--- src/rtl/uart_tx_message_sequencer.sv ---
// Message queue plus byte serialiser for the UART transmitter: each queued message is sent
// LSB byte first, each byte held until busy completes a 0->1->0 handshake.
module uart_tx_message_sequencer #(
    parameter int DATA_WIDTH     = 8,
    parameter int MAX_BYTES      = 4,
    parameter int QUEUE_DEPTH    = 2,
    parameter int GAP_CYCLES     = 2,
    parameter int TIMEOUT_CYCLES = 1024,
    parameter int LEN_WIDTH      = 3
) (
    input  logic                            clk,
    input  logic                            reset,
    input  logic                            msg_valid,
    input  logic [DATA_WIDTH*MAX_BYTES-1:0] msg_data,
    input  logic [LEN_WIDTH-1:0]            msg_len,
    input  logic                            transmitter_busy_synchronized,
    output logic                            transmitter_parallel_data_valid,
    output logic [DATA_WIDTH-1:0]           transmitter_parallel_data,
    output logic                            UART_receiver_controller_enable,
    output logic                            msg_overflow,
    output logic                            tx_done,
    output logic                            tx_error
);
    localparam int MSG_W   = DATA_WIDTH * MAX_BYTES;
    localparam int ENTRY_W = LEN_WIDTH + MSG_W;
    localparam int PTR_W   = $clog2(QUEUE_DEPTH);
    localparam int CNT_W   = $clog2(QUEUE_DEPTH + 1);
    localparam int GAP_W   = (GAP_CYCLES > 1) ? $clog2(GAP_CYCLES) : 1;
    localparam int TO_W    = (TIMEOUT_CYCLES > 1) ? $clog2(TIMEOUT_CYCLES) : 1;

    localparam logic [GAP_W-1:0]     GAP_LAST = GAP_W'((GAP_CYCLES > 0) ? GAP_CYCLES - 1 : 0);
    localparam logic [TO_W-1:0]      TO_LAST  = TO_W'((TIMEOUT_CYCLES > 0) ? TIMEOUT_CYCLES - 1 : 0);
    localparam logic [CNT_W-1:0]     DEPTH    = CNT_W'(QUEUE_DEPTH);
    localparam logic [LEN_WIDTH-1:0] LEN_MAX  = LEN_WIDTH'(MAX_BYTES);

    typedef enum logic [1:0] {S_IDLE, S_LOAD, S_SEND, S_GAP} state_t;
    typedef enum logic [1:0] {NO_TX, BEGAN, ENDED} sub_t;

    state_t               r_state, w_state_next;
    sub_t                 r_sub, w_sub_next;
    logic [MSG_W-1:0]     r_shift, w_shift_next;
    logic [LEN_WIDTH-1:0] r_bytes, w_bytes_next;
    logic [GAP_W-1:0]     r_gap_cnt, w_gap_next;
    logic [TO_W-1:0]      r_to_cnt, w_to_next;
    logic                 r_done, w_done_next;
    logic                 r_error, w_error_next;

    logic [ENTRY_W-1:0]   r_queue [QUEUE_DEPTH];
    logic [PTR_W-1:0]     r_wr_ptr, r_rd_ptr;
    logic [CNT_W-1:0]     r_count, w_count_next;
    logic                 r_enable, r_overflow;
    logic                 w_has_room, w_push, w_pop;
    logic [LEN_WIDTH-1:0] w_len_clamped;
    logic [ENTRY_W-1:0]   w_head;

    assign w_has_room    = r_count < DEPTH;
    assign w_push        = msg_valid && w_has_room;
    assign w_pop         = (r_state == S_LOAD);
    assign w_len_clamped = (msg_len == '0 || msg_len > LEN_MAX) ? LEN_MAX : msg_len;
    assign w_count_next  = r_count + CNT_W'(w_push) - CNT_W'(w_pop);
    assign w_head        = r_queue[r_rd_ptr];

    // NOTE: sequential state uses non-blocking assignments so every register sees pre-edge values.
    always_ff @(posedge clk) begin
        if (reset) begin
            r_wr_ptr   <= '0;
            r_rd_ptr   <= '0;
            r_count    <= '0;
            r_enable   <= 1'b1;
            r_overflow <= 1'b0;
        end else begin
            if (w_push) r_wr_ptr <= r_wr_ptr + 1'b1;
            if (w_pop)  r_rd_ptr <= r_rd_ptr + 1'b1;
            r_count    <= w_count_next;
            r_enable   <= w_count_next < DEPTH;
            r_overflow <= msg_valid && !w_has_room;
        end
    end

    // NOTE: queue storage is not reset; the pointers and count alone decide which entries are live.
    always_ff @(posedge clk) begin
        if (w_push) r_queue[r_wr_ptr] <= {w_len_clamped, msg_data};
    end

    always_comb begin
        // NOTE: every next value starts from a default so no path can infer a latch.
        w_state_next = r_state;
        w_sub_next   = r_sub;
        w_shift_next = r_shift;
        w_bytes_next = r_bytes;
        w_gap_next   = r_gap_cnt;
        w_to_next    = r_to_cnt;
        w_done_next  = 1'b0;
        w_error_next = 1'b0;
        case (r_state)
            S_IDLE: if (r_count != '0 && !transmitter_busy_synchronized) w_state_next = S_LOAD;
            S_LOAD: begin
                w_shift_next = w_head[MSG_W-1:0];
                w_bytes_next = w_head[ENTRY_W-1 -: LEN_WIDTH];
                w_sub_next   = NO_TX;
                w_to_next    = '0;
                w_state_next = S_SEND;
            end
            S_SEND: begin
                case (r_sub)
                    NO_TX: begin
                        if (transmitter_busy_synchronized) begin
                            w_sub_next = BEGAN;
                        end else if (TIMEOUT_CYCLES != 0 && r_to_cnt == TO_LAST) begin
                            w_state_next = S_IDLE;
                            w_error_next = 1'b1;
                        end else begin
                            w_to_next = r_to_cnt + 1'b1;
                        end
                    end
                    BEGAN: if (!transmitter_busy_synchronized) w_sub_next = ENDED;
                    ENDED: begin
                        w_shift_next = r_shift >> DATA_WIDTH;
                        w_bytes_next = r_bytes - 1'b1;
                        w_sub_next   = NO_TX;
                        w_to_next    = '0;
                        w_gap_next   = '0;
                        if (r_bytes == LEN_WIDTH'(1)) begin
                            w_state_next = S_IDLE;
                            w_done_next  = 1'b1;
                        end else if (GAP_CYCLES == 0) begin
                            w_state_next = S_SEND;
                        end else begin
                            w_state_next = S_GAP;
                        end
                    end
                    default: w_sub_next = NO_TX;
                endcase
            end
            S_GAP: begin
                if (r_gap_cnt == GAP_LAST) begin
                    w_state_next = S_SEND;
                    w_sub_next   = NO_TX;
                    w_to_next    = '0;
                end else begin
                    w_gap_next = r_gap_cnt + 1'b1;
                end
            end
            default: w_state_next = S_IDLE;
        endcase
    end

    always_ff @(posedge clk) begin
        if (reset) begin
            r_state   <= S_IDLE;
            r_sub     <= NO_TX;
            r_shift   <= '0;
            r_bytes   <= '0;
            r_gap_cnt <= '0;
            r_to_cnt  <= '0;
            r_done    <= 1'b0;
            r_error   <= 1'b0;
        end else begin
            r_state   <= w_state_next;
            r_sub     <= w_sub_next;
            r_shift   <= w_shift_next;
            r_bytes   <= w_bytes_next;
            r_gap_cnt <= w_gap_next;
            r_to_cnt  <= w_to_next;
            r_done    <= w_done_next;
            r_error   <= w_error_next;
        end
    end

    assign transmitter_parallel_data_valid = (r_state == S_SEND);
    assign transmitter_parallel_data       = (r_state == S_SEND) ? r_shift[DATA_WIDTH-1:0] : '0;
    assign UART_receiver_controller_enable = r_enable;
    assign msg_overflow                    = r_overflow;
    assign tx_done                         = r_done;
    assign tx_error                        = r_error;

endmodule
--- config.mk ---
export PLATFORM = sky130hd
export DESIGN_NAME = uart_tx_message_sequencer
export DESIGN_NICKNAME = d
export VERILOG_FILES = /design/src/rtl/uart_tx_message_sequencer.sv
export SDC_FILE = /design/constraint.sdc
export NUM_CORES = 1
export LEC_CHECK = 0
export CAP_MARGIN = 20
export CORE_MARGIN = 2
export CORE_UTILIZATION = 51
export CTS_CLUSTER_DIAMETER = 150
export DETAILED_ROUTE_END_ITERATION = 6
export HOLD_SLACK_MARGIN = 0.1
export PLACE_DENSITY = 0.78
export SYNTH_ARGS = -nofsm -noshare
export SYNTH_HDL_FRONTEND = slang
export SYNTH_SLANG_ARGS = --single-unit
--- constraint.sdc ---
create_clock -name clk -period 2.2 [get_ports clk]
set_input_delay 0.33 -clock clk [delete_from_list [all_inputs] [get_ports clk]]
set_output_delay 0.33 -clock clk [all_outputs]
set_load 0.01 [all_outputs]
After elaboration in Yosys (flattened, before gate mapping)

Memory sizes are Yosys's and may differ from the RTL's. A register that Yosys moved wholly into a read port is not among the register bits.
Index checks and enable logic that the tools add are counted.

Register bits: 58
RAM bits: 70
Input bits: 39
Output and inout port bits: 13
Logic and storage cells: 95
Memories: 1

Add/subtract/negate cells: 7
Magnitude comparators: 3
Equality and inequality tests: 16
Mux-type cells: 32
Bitwise operators: 3
Reduce and logical (&&, ||, !) cells: 20

Memories:

| memory  | depth | bits a word | read ports | clocked after memory_dff | write ports | RTL line | text |
|---|---|---|---|---|---|---|---|
| r_queue | 2     | 35          | 1          | 1                        | 1           | 48       | `logic [ENTRY_W-1:0] r_queue [QUEUE_DEPTH];` |

Operators by type and width:

| kind                                                             | count |
|---|---|
| 32-bit one-hot mux with 2 select lines                           | 1 |
| 32-bit 2-to-1 mux                                                | 1 |
| 10-bit 2-to-1 mux                                                | 3 |
| 10-bit one-hot mux with 3 select lines                           | 1 |
| 10-bit one-hot mux with 2 select lines                           | 1 |
| 2-bit 2-to-1 mux                                                 | 8 |
| 3-bit inequality test (second input constant)                    | 5 |
| 10-bit by 1-bit adder with 10-bit output (second input constant) | 1 |
| 10-bit == test (second input constant)                           | 1 |
| 5-bit AND reduction                                              | 2 |
| 1-bit 2-to-1 mux                                                 | 8 |
| 8-bit 2-to-1 mux                                                 | 1 |
| 2-bit one-hot mux with 2 select lines                            | 2 |
| 2-bit one-hot mux with 4 select lines                            | 1 |
| 2-bit == test (second input constant)                            | 3 |
| 3-bit 2-to-1 mux                                                 | 2 |
| 2-bit one-hot mux with 3 select lines                            | 1 |
| 3-bit one-hot mux with 2 select lines                            | 1 |
| 2-bit nonzero test                                               | 3 |
| 2-bit by 1-bit == test with 1-bit output (second input constant) | 2 |
| 2-bit logical NOT                                                | 2 |
| 2-bit less-than comparator (second input constant)               | 2 |
| 2-bit inequality test (second input constant)                    | 2 |
| 2-bit AND reduction                                              | 2 |
| 18 further kinds                                                 | 25 |

Logic depth before layout (Yosys ltp)

Gate-level depths: netlist of run 1.

Depth in word-level cells: 5
Mapped depth: 9
Mapped depth without buffers: 8

Worst setup path before layout of run 1

No wires, ideal clock.

Path type: register -> register
Start point: register r_count[1]
End point: memory r_queue[0][0] (netlist bit) (enable)
Library setup time: 0.427 ns
Data arrival time: 2.012 ns
Data required time: 1.773 ns
Setup slack: -0.239 ns
Stages on the path, launching flop included: 3
Path buffers: 0
Clock period less this slack: 2.439 ns
Path through: dfxtp_1 -> nand2b_1 -> nor2_1

Longest elaborated chain between the ends: 4

Ends and longest elaborated chain:

| what                                   | RTL line | text |
|---|---|---|
| start: declaration                     | 50       | `logic [CNT_W-1:0] r_count, w_count_next;` |
| start signal: assignment               | 74       | `r_count <= w_count_next;` |
| 2-bit less-than comparator             | 56       | `assign w_has_room = r_count < DEPTH;` |
| 1-bit logical AND                      | 57       | `assign w_push = msg_valid && w_has_room;` |
| 1-bit 2-to-1 mux                       | 82       | `if (w_push) r_queue[r_wr_ptr] <= {w_len_clamped, msg_data};` |
| 1-bit 2-to-1 mux (implied by the code) | 82       |  |
| end: declaration                       | 48       |  |

Every way passes these cells.

Final worst setup path of run 1

Start point: register r_state[0]
End point: output transmitter_parallel_data_valid

Longest elaborated chain between the ends: 1

Ends and longest elaborated chain:

| what                     | RTL line | text |
|---|---|---|
| start: declaration       | 39       | `state_t r_state, w_state_next;` |
| start signal: assignment | 159      | `r_state <= w_state_next;` |
| 2-bit == test            | 170      | `assign transmitter_parallel_data_valid = (r_state == S_SEND);` |
| end: declaration         | 17       | `output logic transmitter_parallel_data_valid,` |

Every way passes these cells.

==> impl_metrics.py, run 1 <==
metrics = {
    "sta": {
        "holdWs_ns": 0.2211,
        "max_slew_margin_pct": 62.58,
        "maxSlewViolCount": 0,
        "rsz0062_at_grt": "false",
        "hold_viol_final": 0,
        "setup_slack_ns": 0.1515,
        "finalWorstPathRequiredPeriod_ns": 2.048,
        "fin_crit_sh_pct": 93.11,
        "setup_viol": 0,
        "tightest_slew_ns": 0.5613,
        "max_freq_mhz": 488.2,
        "fin_skew_ns": 0.007961,
    },
    "grt": {
        "antenna_found_initial": 0,
        "grt_pass1_vias": 3677,
        "grt_pass1_wl_mm": 17.19,
        "grt_usage_pct": 19.89,
        "grt_overflow": 0,
        "grt_max_degree": 55,
    },
    "synth": {
        "synth_top_family_by_area": "simple AND/OR/NAND/NOR gates",
        "synth_top_cell_area_share_pct": 40.46,
        "synth_compound_area_share_pct": 11.56,
        "synth.top_cells.by_area": "edfxtp_1, dfxtp_1, nor2_1",
        "synth.area.mux_share_pct": 6.744,
        "synth_edf_count": 70,
        "synthCells": 452,
        "yosysTopAreaCell": "edfxtp_1",
        "synth-xor-area-share_pct": 0.6744,
        "seq_area_frac_synth_pct": 63.20,
        "synthArstFlopShare_pct": 0,
        "yosysUniqueCellTypes": 46,
        "synth.ff_latch_count": 129,
        "syn_area_um2": 5195,
        "synthAdderAreaFrac_pct": 1.445,
        "synth_simple_gate_area_share_pct": 13.17,
        "synth_commonest_cells": "nor2_1, edfxtp_1, dfxtp_1",
        "yosys.cell_count.top_type": "nor2_1",
        "avgSynthCellArea_um2": 11.49,
        "yosysWarningCount": 0,
        "synth_flop_cell": "edfxtp_1",
        "synth_nets": 497,
    },
    "floorplan": {
        "die_area_um2": 11010,
        "core-area_um2": 9819,
        "initial_core_util_pct": 52.91,
        "num_rows": 36,
        "die_h_um": 104.9,
        "pin_count": 52,
        "die_w_um": 104.9,
    },
    "detailed_routing": {
        "wl_mm": 10.28,
        "drtAntennaViolNets": 0,
        "wl_per_cell_um": 15.77,
        "met2_length_mm": 5.375,
        "viasPerCell": 5.472,
        "wl_met3_um": 410,
        "drc": 0,
        "top_layer": "met4",
        "initialDrtViolationCount": 187,
        "wl_met1_mm": 4.356,
        "vias": 3568,
        "drt_pre_antenna_iters": 5,
    },
    "place": {
        "place_ws_ns": 0.1652,
        "gp_congestion": 0.8551,
        "dpl.hpwl_mm": 6.464,
        "placed_cell_area_um2": 5924,
        "portBuffers": 51,
    },
    "power_and_ir_drop": {
        "power_density_nw_per_um2": 1178,
        "power_w": 0.007699,
        "peakVddDrop_uv": 692.3,
        "p_leak_nw": 2.400,
    },
    "setup_path": {
        "cp_slowest_cell": "clkdlybuf4s50_1",
        "end_kind": "primary output",
        "cp-start-kind": "flip-flop",
        "path_cells": "nand2b_2, clkinv_4, clkdlybuf4s50_1",
        "critPathRequiredTime_ns": 1.87,
        "crit_type": "flip-flop to primary output",
        "worstPathArrival_ns": 1.72,
        "reg2reg_from": "r_sub[0]",
        "cpPeakStageDelay_ns": 0.54,
        "critPathMaxFanout": 11,
        "crit_path_start": "r_state[0]",
    },
    "clock_network": {
        "clk_pin_slew_ns": 0.06,
        "clk_latency_ns": 0.52,
        "cts_made_buffers": 17,
        "cts_tree": "done",
        "clockBufferDepth": 2,
        "htreeDepth": 4,
        "cts_num_sinks": 129,
        "ctsRootBufferMaster": "clkbuf_8",
        "cts_setup_buffers": 0,
    },
    "cells_and_area": {
        "antenna_cells": 0,
        "nFillCells": 744,
        "nNetsFinal": 551,
        "area_growth_pct": 25.77,
        "stdcell_area_um2": 6534,
        "drive_gt1_share_pct": 12.14,
    },
    "status": {
        "outcome": "finished, final reports clean",
    },
    "run": {
        "drv_cap": 0,
    },
    "hold_path": {
        "hold_class": "input port to flip-flop",
        "holdCritStartpoint": "reset",
    },
}
timing repair:
| action | in CTS | in global routing |
|---|---|---|
| hold buffers | 0 | 0 |
| gates resized for setup | 7 | 5 |
| hold endpoints to repair | 0 | 0 |
| endpoints found under the setup margin | 8 | 4 |
cell usage in the layout (no fill, tap or decap), drive strengths merged, types with 7 or more instances in the layout:
cell type | synthesis | final
mux2 | 8 | 8
a211oi | 27 | 27
edfxtp | 70 | 70
dfxtp | 59 | 59
buf | 13 | 12
o21ai | 15 | 15
a21oi | 35 | 35
a22oi | 8 | 8
clkdlybuf4s50 | 0 | 42
mux2i | 26 | 26
clkbuf | 14 | 18
inv | 13 | 16
clkinv | 0 | 7
and2 | 8 | 8
nand2 | 11 | 11
nor2b | 9 | 9
nor2 | 78 | 78
critical path: cells and delay by family, from the launching register on:
kind          cells  cell delay [ns]
buf+inv           2             0.64
flops             1             0.35
simple gates      1             0.21
final cells by class:
cell class,count,area [um2],share of cell area [%]
inverters,13,53.80,0.8234
clock inverters,14,178.9,2.738
clock buffers,18,417.9,6.396
flip-flops and latches,129,3287,50.31
repair buffers,62,655.6,10.03
multi-input cells,283,1774,27.15
well taps,133,166.4,2.547
per-layer routing:
metal,vias to the layer above,GRT usage (%)
met5,-,0
met4,0,8.286
met1,1716,23.84
met3,15,5.053
met2,88,34.04
li1,1749,-
state kept, by name, indices dropped and copies added (netlist names), 2 cells and up, named ones only:
name,cells
r_bytes,3
r_count,2
r_queue,70
r_shift,32
r_state,2
r_sub,2
r_to_cnt,10
worst paths after layout:
kind,end,slack [ns],cells after the start
setup / recovery,transmitter_parallel_data_valid,0.15,3
hold / removal,r_to_cnt[8],0.22,3
setup reg to reg,r_to_cnt[6],0.25,6
hold reg to reg,r_to_cnt[9],0.47,1
through the flow:
step / util (%) / TNS (ns) / cells
after floorplan: - / -16.73 / 452
after global placement: 60.33 / 0 / 620
after detailed placement: 60.33 / 0 / 620
after CTS: 66.41 / 0 / 652
after global routing: 66.54 / 0 / 652
final: 66.54 / 0 / 652
power breakdown:
| group | internal [W] | total (W) | switching, W |
|---|---|---|---|
| clock | 0.00174 | 0.00279 | 0.00105 |
| sequential | 0.00302 | 0.00322 | 0.000197 |
| combinational | 0.000691 | 0.00169 | 0.000994 |
cell families after synthesis:
group | count (synthesis)
AND/OR/NAND/NOR | 142
adder cells (fa/ha/maj) | 6
XOR/XNOR | 4
AO/OA/AOI/OAI | 97
flip-flops | 129
buffers and inverters | 40
multiplexers | 34
(Power assumes the default switching activity.)
==> run 2: changes to the inputs <==
--- a/config.mk
+++ b/config.mk
@@ -12,6 +12,7 @@
 export DETAILED_ROUTE_END_ITERATION = 6
 export HOLD_SLACK_MARGIN = 0.1
 export PLACE_DENSITY = 0.78
+export SETUP_SLACK_MARGIN = 0.4
 export SYNTH_ARGS = -nofsm -noshare
 export SYNTH_HDL_FRONTEND = slang
 export SYNTH_SLANG_ARGS = --single-unit
==> run 2 against run 1 <==
- global-route usage grew 0.064 points
- die area is the same
- setup slack gained 0.17 ns
- core utilization grew 2.1 points
==> impl_metrics.py, run 2 (synthesized netlist as in run 1, its figures left out) <==
metrics = {
    "cells_and_area": {
        "nNetsFinal": 565,
        "antenna_cells": 0,
        "top_regs": "r_queue: 70 flops, r_shift: 32 flops, r_to_cnt: 10 flops",
        "largest_register_ffs": 70,
        "stdcell_area_um2": 6739,
        "area_growth_pct": 29.72,
        "layout_commonest_cell": "nor2_1",
        "drive_gt1_share_pct": 18.76,
        "nFillCells": 712,
        "layout_common_cells": "nor2_1, edfxtp_1, dfxtp_1",
        "top_register": "r_queue",
    },
    "setup_path": {
        "reg2reg_slack_ns": 0.32,
        "cp-start-kind": "flip-flop",
        "critPathMaxFanout": 6,
        "reg2reg_from": "r_state[0]",
        "critPathRequiredTime_ns": 2.63,
        "crit_type": "flip-flop to flip-flop",
        "worstReg2RegEnd": "r_to_cnt[8]",
        "end_kind": "flip-flop",
        "reg2reg_depth": 8,
        "worstPathArrival_ns": 2.31,
    },
    "clock_network": {
        "htreeDepth": 4,
        "clk_pin_slew_ns": 0.06,
        "cts_num_sinks": 129,
        "holdBufCountCts": 0,
        "clk_latency_ns": 0.52,
        "clockBufferDepth": 2,
        "cts_tree": "done",
        "ctsRootBufferMaster": "clkbuf_8",
        "cts_made_buffers": 17,
    },
    "place": {
        "placed_cell_area_um2": 5899,
        "dpl.hpwl_mm": 6.251,
        "gp_congestion": 0.8255,
        "portBuffers": 51,
    },
    "hold_path": {
        "holdPathEnd": "r_shift[2]",
        "min_path_cells": 2,
        "holdCritStartpoint": "reset",
        "hold_class": "input port to flip-flop",
    },
    "detailed_routing": {
        "wl_per_cell_um": 16.96,
        "wl_mm": 11.30,
        "wl_met3_um": 510,
        "initialDrtViolationCount": 287,
        "met2_length_mm": 5.755,
        "viasPerCell": 5.578,
        "vias": 3715,
        "wl_met1_mm": 4.824,
        "drtAntennaViolNets": 0,
        "drc": 0,
        "drt_pre_antenna_iters": 4,
        "top_layer": "met4",
    },
    "floorplan": {
        "die_area_um2": 11010,
        "initial_core_util_pct": 52.91,
        "die_h_um": 104.9,
        "pin_count": 52,
        "core-area_um2": 9819,
        "die_w_um": 104.9,
        "num_rows": 36,
    },
    "sta": {
        "maxSlewViolCount": 0,
        "max_freq_mhz": 533.0,
        "fin_skew_ns": 0.008506,
        "rsz0062_at_grt": "true",
        "hold_viol_final": 0,
        "finalWorstPathRequiredPeriod_ns": 1.876,
        "tns_ns": 0,
        "fin_crit_sh_pct": 85.28,
        "tightest_slew_ns": 0.5820,
        "max_slew_margin_pct": 61.20,
        "setup_viol": 0,
    },
    "run": {
        "drv_cap": 0,
    },
    "grt": {
        "grt_pass1_wl_mm": 17.04,
        "grt_pass1_vias": 3646,
        "grt_max_degree": 58,
        "grt_usage_pct": 19.95,
        "grt_overflow": 0,
        "antenna_found_initial": 0,
    },
    "power_and_ir_drop": {
        "power.switching_w": 0.002400,
        "power_w": 0.008112,
        "p_int_w": 0.005711,
        "pwr-share-seq_pct": 39.5,
        "clkPwrFrac_pct": 36.1,
        "power.share.switching_pct": 29.59,
        "comb_power_share_pct": 24.4,
        "p_leak_nw": 2.452,
        "peakVddDrop_uv": 775.5,
        "power_density_nw_per_um2": 1204,
    },
    "status": {
        "outcome": "finished, final reports clean",
    },
}
[run 2: final cells by class]
| class | count | area, um2 | area share (%) |
|---|---|---|---|
| flip-flops and latches | 129 | 3298 | 48.94 |
| multi-input cells | 284 | 1841 | 27.31 |
| repair buffers | 73 | 742.0 | 11.01 |
| clock buffers | 18 | 417.9 | 6.201 |
| clock inverters | 14 | 202.7 | 3.008 |
| well taps | 133 | 166.4 | 2.469 |
| inverters | 13 | 56.30 | 0.8355 |
| repair inverters | 2 | 15.01 | 0.2228 |
[run 2: how the worst max path moves through the flow]
stage,startpoint,endpoint,slack [ns],cells after the start
final,r_state[0],r_to_cnt[8],0.32,8
after global placement,transmitter_busy_synchronized,r_to_cnt[1],0.26,6
after global routing,r_state[0],r_to_cnt[5],0.21,7
after CTS,r_state[0],transmitter_parallel_data[7],0.35,4
after detailed placement,r_state[1],r_to_cnt[5],0.20,6
after floorplan,r_count[1],r_queue[0][0],0.32,2
[run 2: critical path, stage by stage (launching register included)]
cell,delay (ns)
dfxtp_4,0.36
or4b_4,0.52
buf_6,0.14
nor4_4,0.16
o31a_1,0.25
buf_6,0.15
buf_4,0.11
o21ai_2,0.05
o41ai_2,0.05
[run 2: what timing repair did]
action                                  CTS  global route
buffers inserted                          5             2
gates resized for setup                  53            15
endpoints found under the setup margin   32            38
cloned                                    3             4
pin swaps                                 6             5
[run 2: power by group through the flow]
stage	Clock, W	Combinational (W)	Sequential [W]
after floorplan	0	0.00114	0.00320
after global placement	0	0.00160	0.00322
after detailed placement	0	0.00166	0.00324
after CTS	0.00297	0.00181	0.00320
after global routing	0.00307	0.00213	0.00324
final	0.00293	0.00198	0.00321
[run 2: through the flow]
stage	setup slack (ns)	util, %	std cells	hold slack (ns)
final	0.3239	68.63	666	0.2983
after global routing	0.2111	68.63	666	0.3209
after CTS	0.3512	67.27	660	0.2713
after detailed placement	0.2049	60.08	620	0.4582
after global placement	0.2595	60.08	620	0.4554
after floorplan	0.3217	-	452	0.4073
[run 2: metal layers]
metal	global-route usage [%]	up-vias
met5	0	-
met4	8.762	0
met3	5.614	20
met2	34.14	113
met1	23.39	1811
li1	-	1771
